--- src/rtl/slot_pkg.sv ---
// Shared types and constants for the slot reel controller.
package slot_pkg;

    typedef enum logic [2:0] {IDLE, SPIN3, SPIN2, SPIN1, DONE} state_e;

    localparam int REEL_W  = 4;
    localparam int BCD_MAX = 9;

    // Mod-10 add: the sum is formed one bit wider so a single subtract folds it back into 0..9.
    function automatic logic [REEL_W-1:0] bcd_add(input logic [REEL_W-1:0] a, input int step);
        logic [REEL_W:0] s;
        s = {1'b0, a} + (REEL_W+1)'(step);
        if (s > (REEL_W+1)'(BCD_MAX))
            s = s - (REEL_W+1)'(BCD_MAX + 1);
        return s[REEL_W-1:0];
    endfunction

endpackage

--- src/rtl/slot_reel_ctrl_if.sv ---
// Button inputs and reel/status outputs of the slot reel controller.
interface slot_reel_ctrl_if
    import slot_pkg::*;
();
    logic              start;
    logic              stop;
    logic [REEL_W-1:0] reel1;
    logic [REEL_W-1:0] reel2;
    logic [REEL_W-1:0] reel3;
    logic              spinning;
    logic              result_valid;

    modport master (output start, stop,
                    input  reel1, reel2, reel3, spinning, result_valid);
    modport slave  (input  start, stop,
                    output reel1, reel2, reel3, spinning, result_valid);
endinterface

--- src/rtl/reel_counter.sv ---
// One BCD reel: advances by STEP (mod 10) on each adv pulse, otherwise holds.
module reel_counter
    import slot_pkg::*;
#(
    parameter int STEP = 1
) (
    input  logic              clk,
    input  logic              rst_n,
    input  logic              adv_i,
    output logic [REEL_W-1:0] digit_o
);
    logic [REEL_W-1:0] digit_q, digit_d;

    always_comb digit_d = adv_i ? bcd_add(digit_q, STEP) : digit_q;

    always_ff @(posedge clk or negedge rst_n) begin
        if (!rst_n) digit_q <= '0;
        else        digit_q <= digit_d;
    end

    assign digit_o = digit_q;
endmodule

--- src/rtl/slot_reel_ctrl.sv ---
// Slot reel controller: start spins all three reels, each stop press freezes the next reel in order 1-2-3.
module slot_reel_ctrl
    import slot_pkg::*;
#(
    parameter int TICK_DIV = 4,
    parameter int STEP1    = 1,
    parameter int STEP2    = 3,
    parameter int STEP3    = 7
) (
    input  logic          clk,
    input  logic          rst_n,
    slot_reel_ctrl_if.slave bus
);
    localparam int CNT_W = $clog2(TICK_DIV);

    state_e           state_q, state_d;
    logic [CNT_W-1:0] cnt_q, cnt_d;
    logic             start_q, stop_q, start_arm_q;
    logic             start_rise, stop_rise, spin, tick;
    logic [2:0]       adv;

    // start_arm_q blocks a start level held through reset from counting as a press.
    assign start_rise = bus.start & ~start_q & start_arm_q;
    assign stop_rise  = bus.stop & ~stop_q;
    assign spin       = (state_q == SPIN3) || (state_q == SPIN2) || (state_q == SPIN1);
    assign tick       = spin && (cnt_q == CNT_W'(TICK_DIV - 1));

    // Prescaler runs only while spinning; outside SPIN it sits at 0, so an accepted start always clears it.
    always_comb begin
        state_d = state_q;
        adv     = '0;
        cnt_d   = '0;
        if (spin) cnt_d = tick ? '0 : cnt_q + 1'b1;
        case (state_q)
            IDLE, DONE: if (start_rise) state_d = SPIN3;
            SPIN3: begin
                adv = {tick, tick, tick & ~stop_rise};
                if (stop_rise) state_d = SPIN2;
            end
            SPIN2: begin
                adv = {tick, tick & ~stop_rise, 1'b0};
                if (stop_rise) state_d = SPIN1;
            end
            SPIN1: begin
                adv = {tick & ~stop_rise, 2'b00};
                if (stop_rise) state_d = DONE;
            end
            default: state_d = IDLE;
        endcase
    end

    always_ff @(posedge clk or negedge rst_n) begin
        if (!rst_n) begin
            state_q     <= IDLE;
            cnt_q       <= '0;
            start_q     <= 1'b0;
            stop_q      <= 1'b0;
            start_arm_q <= 1'b0;
        end else begin
            state_q     <= state_d;
            cnt_q       <= cnt_d;
            start_q     <= bus.start;
            stop_q      <= bus.stop;
            start_arm_q <= start_arm_q | ~bus.start;
        end
    end

    assign bus.spinning     = spin;
    assign bus.result_valid = (state_q == DONE);

    reel_counter #(.STEP(STEP1)) u_reel1 (.clk(clk), .rst_n(rst_n), .adv_i(adv[0]), .digit_o(bus.reel1));
    reel_counter #(.STEP(STEP2)) u_reel2 (.clk(clk), .rst_n(rst_n), .adv_i(adv[1]), .digit_o(bus.reel2));
    reel_counter #(.STEP(STEP3)) u_reel3 (.clk(clk), .rst_n(rst_n), .adv_i(adv[2]), .digit_o(bus.reel3));
endmodule

--- src/flat_wrapper.sv ---
// flat-port wrapper written by rule: the top's interface ports become plain ports
module slot_reel_ctrl_flat import slot_pkg::*;
#(
    parameter int TICK_DIV = 4,
    parameter int STEP1    = 1,
    parameter int STEP2    = 3,
    parameter int STEP3    = 7
)
  (clk, rst_n, bus_start, bus_stop, bus_reel1, bus_reel2, bus_reel3, bus_spinning, bus_result_valid);
  slot_reel_ctrl_if bus_i ();
  input  logic clk;
  input  logic rst_n;
  input wire logic [$bits(bus_i.start)-1:0] bus_start;
  input wire logic [$bits(bus_i.stop)-1:0] bus_stop;
  output wire logic [$bits(bus_i.reel1)-1:0] bus_reel1;
  output wire logic [$bits(bus_i.reel2)-1:0] bus_reel2;
  output wire logic [$bits(bus_i.reel3)-1:0] bus_reel3;
  output wire logic [$bits(bus_i.spinning)-1:0] bus_spinning;
  output wire logic [$bits(bus_i.result_valid)-1:0] bus_result_valid;
  assign bus_i.start = bus_start;
  assign bus_i.stop = bus_stop;
  assign bus_reel1 = bus_i.reel1;
  assign bus_reel2 = bus_i.reel2;
  assign bus_reel3 = bus_i.reel3;
  assign bus_spinning = bus_i.spinning;
  assign bus_result_valid = bus_i.result_valid;
  slot_reel_ctrl #(.TICK_DIV(TICK_DIV), .STEP1(STEP1), .STEP2(STEP2), .STEP3(STEP3)) u_core (.clk(clk), .rst_n(rst_n), .bus(bus_i));
endmodule
--- config.mk ---
export PLATFORM = sky130hd
export DESIGN_NAME = slot_reel_ctrl_flat
export DESIGN_NICKNAME = d
export VERILOG_FILES = /design/src/rtl/slot_pkg.sv /design/src/rtl/slot_reel_ctrl_if.sv /design/src/rtl/reel_counter.sv /design/src/rtl/slot_reel_ctrl.sv /design/src/flat_wrapper.sv
export SDC_FILE = /design/constraint.sdc
export NUM_CORES = 1
export LEC_CHECK = 0
export ABC_AREA = 1
export CAP_MARGIN = 30
export CORE_MARGIN = 1
export CORE_UTILIZATION = 45
export CTS_CLUSTER_SIZE = 12
export DETAILED_ROUTE_END_ITERATION = 16
export DONT_BUFFER_PORTS = 1
export PLACE_DENSITY_LB_ADDON = 0.12
export SETUP_SLACK_MARGIN = 0.15
export SLEW_MARGIN = 20
export SYNTH_ARGS = -nofsm -noshare
export SYNTH_HDL_FRONTEND = slang
export SYNTH_SLANG_ARGS = --single-unit
--- constraint.sdc ---
create_clock -name clk -period 4.6 [get_ports clk]
set_input_delay 0.92 -clock clk [delete_from_list [all_inputs] [get_ports clk]]
set_output_delay 0.92 -clock clk [all_outputs]
set_load 0.01 [all_outputs]
==> metrics.txt, run 1 <==
outcome=finished with violations; failing checks=DRC; DR WL/cell=about 11 µm; Tmin final=2.06 ns; htree depth=1; nets@finish=207; fmax=a little under 500 MHz; Reg power frac=about a third; clk_skew=0.00754 ns; internal power=0.523 mW; Area growth, synth to finish=4.43%; Post-route DRC=2; CP startpoint kind=register; # IOs=18; clk_lat worst skew=just under 0.3 ns; Pre-Repair DR Iteration Count=10; WL final=2420 µm; root buffer cell=clkbuf_4; flop2flop setup slack=approximately 2.5 ns; clock power share=7.1%; Crit Path Class=reg2reg; Placement Setup Slack=2.56 ns; peak supply drop=325 µV; Inserted Clock Buffers=3; cts repair resizes=0; Die H=57.4 µm; Final Hold Slack=around 0.31 ns; arrival time worst endpoint=2.24 ns; leakage power=0.803 nW; Post-Syn Nets=202; Max clock buf depth=2; largest net degree at the start of global routing=21; Worst path most repeated cell=nand2_1; pwr dens=758 nW/µm²; CTS tree=done; Final Util=51.0%; starting density of the core=48.9%; Max-Cap Viols=0; Synth Register Bits=20; worst-path fanout max=5; first-pass GRT wire length=4330 µm; Slew @ Worst Pin=0.375 ns; Final ANT Viol Nets=0; FP Rows=19; Distinct cells, synth=28; gr ovfl total=0; post-route setup TNS=0 ns; worst setup margin=2.54 ns; IO buf count=0; fin crit share=44.8%; initial drt markers=67; Hold Vio Cnt, Final=0; Die X=around 57 µm; Hold Buf Count CTS=0; worst path required time=about 4.8 ns; layout cells sized above 1=9.57%; Psw=0.572 mW; Slew Viols, Final=0; mapped cell area=1380 µm²; detailed-route via count=1,112; Setup violations, final=0; crit-path cells=inv_1, ha_1, xnor2_1, ha_1, inv_1, o21ai_0, nand3_1, nand2_1, nand2_1, nand3_1, nand2_1; Filler cells=284; syn avg cell area=7.47 µm²; initial antenna violation count=0; TritonCTS Sinks=20; global placer's final weighted congestion=0.845; total inserted antenna cells=0; via/cell ratio=5.08; via count of the first global-routing pass=around 1,100; Worst slew margin=~75%; RSZ-0062 raised after global routing=no; switching share of power=52.3%; hold crit path type=in2async; Setup Buffers After CTS=0; clock slew at reported path FFs=0.10 ns; CP Capture Type=register; core region area=2830 µm²; Slowest-stage cell, CP=dfrtp_1; Synthesis Warnings=0; Total Routing Usage GR=16.5%; sequential area share after synthesis=36.2%; total power=around 1.1 mW; Syn Inst Count=185; DP Wirelength=1940 µm; Die ar.=3300 µm²; Combinational Power Share=60.6%; Worst path max stage delay=between 0.4 and 0.5 ns
power groups by stage:
stage | sequential, mW | clock, mW | combinational, mW
floorplan | 0.334 | 0 | 0.559
global placement | 0.359 | 0 | 0.639
detailed placement | 0.360 | 0 | 0.664
CTS | 0.357 | 0.0822 | 0.668
global route | 0.367 | 0.0873 | 0.783
finish | 0.354 | 0.0774 | 0.663
cells by family after synthesis:
kind of cell             synth area share [%]
flip-flops                               36.2
AND/OR/NAND/NOR                          27.1
XOR/XNOR                                 2.53
AO/OA/AOI/OAI                            10.6
adder cells (fa/ha/maj)                  11.8
buffers and inverters                    11.9
cell usage in the layout (no fill, tap or decap), types with 2 or more instances in the layout:
| cell type | count |
|---|---|
| nand2_1 | 44 |
| inv_1 | 35 |
| dfrtp_1 | 20 |
| nand3_1 | 17 |
| ha_1 | 13 |
| nor2_1 | 11 |
| a21oi_1 | 6 |
| o21ai_0 | 5 |
| inv_2 | 4 |
| o211ai_1 | 4 |
| o21ai_1 | 3 |
| nand2_4 | 3 |
| xor2_1 | 3 |
| clkbuf_4 | 3 |
| nor3_1 | 2 |
| o21bai_1 | 2 |
sequential cells by signal, indices dropped and copies added, names as in the netlist:
signal / count
u_core.u_reel2.digit_o: 4
u_core.stop_q: 1
u_core.start_q: 1
u_core.u_reel1.digit_o: 4
u_core.u_reel3.digit_o: 4
u_core.cnt_q: 2
u_core.start_arm_q: 1
u_core.state_q: 3
through the flow:
step / area (µm²) / std cells
floorplan: 1380 / 185
global placement: 1420 / 216
detailed placement: 1420 / 216
CTS: 1440 / 219
global route: 1440 / 219
finish: 1440 / 219
critical path, delay by kind of cell (launching register included):
kind	cells	cell delay, ns
buffers and inverters	2	0.17
AO/OA/AOI/OAI	1	0.14
XOR/XNOR	1	0.35
flip-flops	1	0.43
AND/OR/NAND/NOR	5	0.42
adder cells (fa/ha/maj)	2	0.45
metal layers:
metal	global-route usage, %	part of all wire [%]	wire length, µm	vias to the layer above
met4	7.32	1.1	27	0
met2	28.4	48	1160	9
met3	1.81	2.7	66	2
met1	20.9	48	1170	514
li1	-	-	-	587
met5	0	0	0	-
final timing paths:
check | startpoint | end | cells past startpoint
worst min register to register | u_core.cnt_q[0]$_DFF_PN0_ | u_core.cnt_q[0]$_DFF_PN0_ | 1
worst min-delay path | rst_n | u_core.state_q[0]$_DFFE_PN0P_ | 0
min in group clk | u_core.cnt_q[0]$_DFF_PN0_ | u_core.cnt_q[0]$_DFF_PN0_ | 1
worst max register to register | u_core.u_reel3.digit_o[0]$_DFFE_PN0P_ | u_core.u_reel3.digit_o[2]$_DFFE_PN0P_ | 11
max in group asynchronous | rst_n | u_core.u_reel2.digit_o[0]$_DFFE_PN0P_ | 0
worst max-delay path | u_core.u_reel3.digit_o[0]$_DFFE_PN0P_ | u_core.u_reel3.digit_o[2]$_DFFE_PN0P_ | 11
cell usage after synthesis (all sizes together):
master  instances  share of area [%]
nand4           1               0.45
nor2           13                4.3
o21bai          2                1.1
o22ai           1               0.45
nand3          17                6.2
a21oi           7                2.8
dfrtp          20                 36
o211ai          4                2.2
inv            39                 11
or2             1               0.63
xnor2           1               0.63
xor2            3                1.9
o21ai           9                3.5
o31ai           1               0.54
ha             13                 12
nor3            2               0.72
nand2          48                 15
clkinv          3                1.3
layout make-up:
class,instances,area [µm²],area share (%)
clock buffers,3,22.5,1.56
inverters,42,164,11.4
multi-input cells,123,718,49.7
flip-flops and latches,20,500,34.7
well taps,31,38.8,2.69
(Power assumes the default switching activity.)
==> run 2: changes to the inputs <==
==> constraint.sdc (replaced) <==
create_clock -name clk -period 2.1 [get_ports clk]
set_input_delay 0.42 -clock clk [delete_from_list [all_inputs] [get_ports clk]]
set_output_delay 0.42 -clock clk [all_outputs]
set_load 0.01 [all_outputs]
==> run 2 against run 1 <==
Compared with the run above:
- hold slack worse by 0.17 ns
- register-to-register slack worse by 2.2 ns
- utilization is 2.5 points higher
- critical path depth is 1 higher
- critical path type unchanged
- sequential share of layout area is 1.4 points lower
- clock skew is 0.0015 ns higher
- the flow still finishes with violations (DRC)
==> metrics.txt, run 2 (same netlist as run 1, synthesis figures left out) <==
outcome=finished with violations; failing checks=DRC; clock slew at reported path FFs=0.11 ns (about the same); RSZ-0062 raised after global routing=yes; met1 GRT Util=20.1% (-0.80 points); Final Util=53.6% (+2.5 points); total power=2.50 mW (+130%); Slowest-stage cell, CP=dfrtp_1; TritonCTS Sinks=20 (unchanged); WL final=2430 µm (+0.17%); layout cells sized above 1=17.6% (+8.0 points); htree depth=1 (unchanged); via/cell ratio=4.98 (-1.9%); clk_skew=0.00900 ns (+0.00146 ns); pwr dens=1650 nW/µm² (+120%); family with the most delay on the worst path=flip-flops; nets@finish=212 (+2.4%); # IOs=18 (unchanged); Inserted Clock Buffers=3 (unchanged); most common cell after layout, fill and taps aside=nand2_1; DP Wirelength=1920 µm (-1.3%); first-pass GRT wire length=4350 µm (+0.32%); Crit path buffers/inverters=3 (+1); fin crit share=85.5% (+41 points); footprint of the multi-input gates=738 µm² (+2.8%); Pre-Repair DR Iteration Count=10 (unchanged); Area growth, synth to finish=9.59%; Worst path max stage delay=0.44 ns (about the same); post-route setup TNS=0 ns (unchanged); DR WL/cell=10.8 µm (-2.1%); Hold Vio Cnt, Final=0 (unchanged); met3 Use GR=2.72% (+0.91 points); worst path required time=2.28 ns (-2.50 ns); leakage power=0.824 nW (+2.7%); arrival time worst endpoint=1.97 ns (-0.27 ns); root buffer cell=clkbuf_4; largest net degree at the start of global routing=21 (unchanged); total inserted antenna cells=0 (unchanged); clk_lat worst skew=0.29 ns (about the same); FP Rows=19 (unchanged); starting density of the core=48.9% (unchanged); Die ar.=3300 µm² (unchanged); commonest cells after routing, fill and taps aside=41 x nand2_1, 32 x inv_1, 17 x nand3_1, 17 x dfrtp_1; initial drt markers=59 (-12%); Final ANT Viol Nets=0 (unchanged); Tmin final=1.80 ns (-0.266 ns); hold crit path type=in2reg; CP Capture Type=register; IO buf count=0 (unchanged); initial antenna violation count=0 (unchanged); worst-path fanout max=5 (unchanged); Total Routing Usage GR=16.9% (+0.34 points); Max clock buf depth=2 (unchanged); Filler cells=272 (-4.2%); Worst slew margin=75.7% (+0.94 points); GRT busiest layer=met2; Max-Cap Viols=0 (unchanged); CTS tree=done; final instance area=1520 µm² (+4.9%); Final Hold Slack=0.142 ns (-0.167 ns); detailed-route via count=1,116 (+0.36%); Post-route DRC=2 (unchanged); Worst path most repeated cell=a21oi_1; Reg area=504 µm² (+0.75%); worst setup margin=0.304 ns (-2.23 ns); Crit Path Class=reg2reg; DP Cell Count=218 (+0.93%); peak supply drop=686 µV (+110%); gr ovfl total=0 (unchanged); Layout Cells excl Fill=224 (+2.3%); Slew Viols, Final=0 (unchanged); Setup violations, final=0 (unchanged); global placer's final weighted congestion=0.854 (+1.0%); Die X=57.4 µm (unchanged); DP Area=1440 µm² (+1.1%); via count of the first global-routing pass=1,071 (-0.93%); routing usage on met2=29.2% (+0.83 points); Placement Setup Slack=0.0955 ns (-2.47 ns); CP startpoint kind=register; fmax=557 MHz (+15%); crit-path cells=inv_2, ha_1, inv_1, nand2_1, nand2_2, ha_1, inv_1, a21oi_1, a21oi_1, nand2_1, a21oi_1, a21oi_1; core region area=2830 µm² (unchanged); Slew @ Worst Pin=0.361 ns (-0.0143 ns); Die H=57.4 µm (unchanged)
==> run 2: worst paths after layout <==
check	cells after the start	to	slack (ns)	from
hold / removal	0	u_core.stop_q$_DFF_PN0_	0.14	bus_stop
setup / recovery	12	u_core.u_reel2.digit_o[2]$_DFFE_PN0P_	0.30	u_core.u_reel2.digit_o[0]$_DFFE_PN0P_
min in group asynchronous	1	u_core.state_q[0]$_DFFE_PN0P_	0.41	rst_n
hold reg to reg	1	u_core.cnt_q[0]$_DFF_PN0_	0.45	u_core.cnt_q[0]$_DFF_PN0_
max in group asynchronous	2	u_core.u_reel1.digit_o[0]$_DFFE_PN0P_	1.28	rst_n
setup reg to reg	12	u_core.u_reel2.digit_o[2]$_DFFE_PN0P_	0.30	u_core.u_reel2.digit_o[0]$_DFFE_PN0P_
==> run 2: where the power goes <==
| part | leakage (nW) | switching [mW] | internal (mW) |
|---|---|---|---|
| combinational | 0.575 | 0.951 | 0.608 |
| sequential | 0.235 | 0.225 | 0.540 |
| clock | 0.0138 | 0.106 | 0.0667 |
==> run 2: layout make-up <==
cell class                 count  area share, %
timing repair buffer           5           3.14
tap                           31           2.56
clock buffer                   3           1.49
sequential                    20           33.3
multi-input combinational    123           48.7
inverter                      42           10.8
==> run 2: metal layers <==
metal | vias to the layer above | share of wire (%)
met2 | 15 | 49
met3 | 2 | 3.8
met5 | - | 0
met4 | 0 | 1.1
met1 | 502 | 46
li1 | 597 | -
==> run 2: repair_timing <==
action,in CTS,in global routing
pin swaps,0,3
buffers inserted,0,1
hold buffers,1,0
gates resized for setup,2,11
hold endpoints to repair,20,0
setup endpoints to repair,4,6
==> edit 1, RTL diff (config.mk and constraints of run 2) <==
The 5 states of `state_e` get a one-hot encoding in 5 bits.
--- a/src/rtl/slot_pkg.sv
+++ b/src/rtl/slot_pkg.sv
@@ -2,5 +2,5 @@
 package slot_pkg;
 
-    typedef enum logic [2:0] {IDLE, SPIN3, SPIN2, SPIN1, DONE} state_e;
+    typedef enum logic [4:0] {IDLE = 5'b00001, SPIN3 = 5'b00010, SPIN2 = 5'b00100, SPIN1 = 5'b01000, DONE = 5'b10000} state_e;
 
     localparam int REEL_W  = 4;
Function: same outputs for any inputs over 10 cycles, from zero or initial values and one cycle with rst_n low; not proved beyond that.
==> edit 1 against run 2 <==
Count of clock-buffer cells in the layout up 1; setup slack worse by 0.0043 ns; sequential cell count up 2; synthesized area up 9.4%; clock skew down 0.0036 ns; global-route usage up 1.2 points; routed wire length up 18%; cell count up 12%; design area up 12%.
Power is not compared: it rests on default switching activity, and its combinational part moved more than twofold at a synthesized area within 25%.
==> edit 1: results (changes against run 2) <==
stage,metric,value,unit,change
run_status,outcome,"finished, final reports clean",,was finished with violations
finish,final_nets,224,,was 212
critical_path,cp-startpoint,u_core.u_reel3.digit_o[0],,was u_core.u_reel2.digit_o[0]
routing,wl_met3,123,um,was 92 um
sta,hold_ws,0.0540,ns,was 0.142 ns
finish,fillers,303,,was 272
critical_path,worst_path_largest_cell_delay,0.46,ns,was 0.44 ns
placed_design,place_ws,0.103,ns,was 0.0955 ns
grt,grtUsageTotal,18.0,%,was 16.9%
synthesis,synth_cells,197,,was 185
synthesis,yosysUniqueCellTypes,26,,was 28
synthesis,netlist_top_cells_count,"nand2_1, inv_1, dfrtp_1, nand3_1, ha_1",,unchanged
placed_design,gp_congestion,0.841,,was 0.854
placed_design,dp_cells,243,,was 218
placed_design,placed_area,1580,um2,was 1440 um2
sta,worst_slew_pin_slew,0.489,ns,was 0.361 ns
clocking,clkLatencyLatePin,0.31,ns,was 0.29 ns
min_path,min_path_type,in2async,,was in2reg
routing,drt-initial-drc-count,66,,was 59
critical_path,worstReg2RegEnd,u_core.u_reel3.digit_o[1],,was u_core.u_reel2.digit_o[2]
finish,drive_gt1_share,22.8,%,was 17.6%
routing,vias_per_cell,4.90,,was 4.98
routing,wl_met2,1390,um,was 1200 um
critical_path,rr_worst_depth,11,,was 12
grt,grt_pass1_wl,4930,um,was 4350 um
grt,use_met1,22.1,%,was 20.1%
grt,use_met3,5.19,%,was 2.72%
routing,wl_met1,1330,um,was 1110 um
synthesis,synth_nets,214,,was 202
routing,drt_pass1_iterations,4,,was 10
placed_design,dp_hpwl,2260,um,was 1920 um
[edit 1: cell types whose count changed after synthesis, moves of 3 or more]
cell     before  now
a21oi_1       6    2
nor2_1       11    8
inv_1        35   32
nand3_1      17   20
nand3_2       0    5
nand2_1      44   56
nor2_2        1    5
[edit 1: area by class of cell]
type | instances | area [um2] | share of cell area [%]
Tap cell | 44 | 55.1 | 3.25
Sequential cell | 22 | 557 | 32.9
Clock buffer | 4 | 36.3 | 2.14
Multi-Input combinational cell | 138 | 871 | 51.4
Timing Repair Buffer | 5 | 35.0 | 2.07
Inverter | 37 | 139 | 8.20
[edit 1: logic make-up after synthesis]
| logic type | after synthesis | synth area share (%) |
|---|---|---|
| buffers and inverters | 37 | 9.18 |
| adder cells (fa/ha/maj) | 13 | 10.8 |
| flip-flops | 22 | 36.5 |
| AO/OA/AOI/OAI | 17 | 7.20 |
| AND/OR/NAND/NOR | 102 | 32.4 |
| XOR/XNOR | 6 | 3.97 |
==> edit 2, RTL diff (config.mk and constraints of run 2) <==
Without the edit above. The package constant `REEL_W` goes from 4 to 3.
--- a/src/rtl/slot_pkg.sv
+++ b/src/rtl/slot_pkg.sv
@@ -4,5 +4,5 @@
     typedef enum logic [2:0] {IDLE, SPIN3, SPIN2, SPIN1, DONE} state_e;
 
-    localparam int REEL_W  = 4;
+    localparam int REEL_W  = 3;
     localparam int BCD_MAX = 9;
 
Interface: changed (resized bus_reel1, bus_reel2 and bus_reel3); port bits go from 18 to 15. No check against the original RTL was run, so the function may have changed too.
==> edit 2 against run 2 <==
Design area fell by 24%; sequential cell count decreased by 3; setup slack better by 0.18 ns; power down 33%; routed wire length shrank 28%; synthesized area decreased by 22%; critical path depth fell by 10; combinational power fell by 46%; hold slack gained 0.017 ns; global-route usage decreased by 0.82 points; clock skew shrank 0.0070 ns; critical path type is now reg2out; largest power group unchanged; highest routed layer is now met3.
==> edit 2: results (changes against run 2) <==
stage,metric,value,unit,change
run_status,outcome,"finished, final reports clean",,was finished with violations
grt,use_met3,3.87,%,was 2.72%
grt,grt_pass1_vias,790,,was 1071
power_and_ir_drop,p_leak,0.614,nW,was 0.824 nW
synthesis,ys_seq_area_share,39.3,%,was 36.2%
routing,drt-wirelength-per-cell,10.3,um,was 10.8 um
finish,diodes,0,,unchanged
grt,use_met2,26.1,%,was 29.2%
finish,fillers,219,,was 272
grt,grt_max_degree,18,,was 21
clocking,clk_pin_slew_worst_paths,0.09,ns,was 0.11 ns
power_and_ir_drop,peakVddDrop,0.721,mV,was 0.686 mV
critical_path,worst_path_largest_cell_delay,0.51,ns,was 0.44 ns
synthesis,synthXorXnorAreaFrac,2.42,%,was 2.53%
critical_path,ff2ff_setup_slack,0.58,ns,was 0.30 ns
clocking,cts_resized,0,,was 2
routing,drt-initial-drc-count,16,,was 59
synthesis,synth_nets,149,,was 202
synthesis,synth_compound_area_share,3.93,%,was 10.6%
synthesis,yosysUniqueCellTypes,21,,was 28
sta,final.setup_skew,0.00203,ns,was 0.00900 ns
power_and_ir_drop,p_int,0.842,mW,was 1.21 mW
sta,timing.slew.headroom,46.7,%,was 75.7%
synthesis,synth_fa_ha_area_share,9.24,%,was 11.8%
finish,final_nets,154,,was 212
placed_design,gp_congestion,0.876,,was 0.854
critical_path,cp_data_arrival_time,1.20,ns,was 1.97 ns
grt,grt_pass1_wl,3200,um,was 4350 um
synthesis,synthTopCellsByArea,"dfrtp_1, nand2_1, ha_1",,unchanged
routing,drt_pass1_iterations,4,,was 10
synthesis,netlist_top_cells_count,"nand2_1, inv_1, dfrtp_1, nand3_1, nor2_1",,"was nand2_1, inv_1, dfrtp_1, nand3_1, ha_1"
placed_design,dp_hpwl,1400,um,was 1920 um
sta,period_needed,1.62,ns,was 1.80 ns
routing,route.detailed.drc,0,,was 2
critical_path,path_max_fanout,4,,was 5
critical_path,rr_worst_depth,11,,was 12
grt,grtUsageTotal,16.1,%,was 16.9%
finish,drive_gt1_share,8.51,%,was 17.6%
routing,vias_per_cell,4.96,,was 4.98
placed_design,place_ws,0.579,ns,was 0.0955 ns
grt,use_met1,21.4,%,was 20.1%
[edit 2: cell count changes in the layout (fill, tap and decap cells not counted), sizes merged, moves of 5 or more]
| cell | run 2 | this run |
|---|---|---|
| a21oi | 7 | 2 |
| ha | 13 | 8 |
| inv | 39 | 22 |
| nand2 | 48 | 42 |
[edit 2: routing by layer]
metal,wire [um],vias to the layer above
met2,781,11
li1,-,441
met3,69,0
met5,0,-
met1,897,387
met4,0,0
[edit 2: per-stage QoR]
stage                     cell area [um2]  hold WS (ns)  util, %  std cells
after global routing                 1150         0.130     51.4        169
final                                1150         0.159     51.4        169
after detailed placement             1110         0.125     49.7        164
after CTS                            1150         0.148     51.4        169
after floorplan                      1080         0.124        -        137
after global placement               1110         0.125     49.7        164
[edit 2: timing repair]
item,4_1_cts,5_1_grt
hold endpoints to repair,17,0
hold buffers,1,0
endpoints found under the setup margin,0,0
setup buffers,0,0
[edit 2: layout make-up]
cell class              count  area share (%)
multi-input cells          97            49.5
inverters                  22            7.20
flip-flops and latches     17            37.1
clock buffers               4            2.29
repair buffers              1           0.872
well taps                  28            3.05
[edit 2: worst max-delay path by stage]
stage                                    from                         to
floorplan           u_core.u_reel2.digit_o[0]  u_core.u_reel2.digit_o[2]
global placement    u_core.u_reel2.digit_o[0]  u_core.u_reel2.digit_o[2]
detailed placement  u_core.u_reel2.digit_o[0]  u_core.u_reel2.digit_o[2]
CTS                         u_core.state_q[2]           bus_result_valid
global route        u_core.u_reel2.digit_o[0]  u_core.u_reel2.digit_o[1]
finish                      u_core.state_q[2]           bus_result_valid
[edit 2: kinds of logic (layout without fill, tap and decap cells)]
group	Yosys count	after routing
simple gates	78	78
buf+inv	23	27
compound gates	8	8
flops	17	17
xor+xnor	3	3
fa+ha+maj	8	8
[edit 2: power groups by stage]
stage / registers, mW / clock network, mW / logic, mW
6_report: 0.662 / 0.169 / 0.848
5_1_grt: 0.688 / 0.196 / 1.01
4_1_cts: 0.667 / 0.182 / 0.857
3_5_place_dp: 0.672 / 0 / 0.848
3_3_place_gp: 0.668 / 0 / 0.823
2_1_floorplan: 0.612 / 0 / 0.758
[edit 2: worst register-to-register path, cell delays in order, from the launching register on]
cell,delay [ns]
dfrtp_1,0.46
inv_1,0.13
ha_1,0.20
inv_1,0.08
nand2_1,0.06
nand2_1,0.05
nor2_1,0.16
nand2_1,0.09
nand2_1,0.07
nand2_1,0.05
nand2_1,0.05
nand2_1,0.04
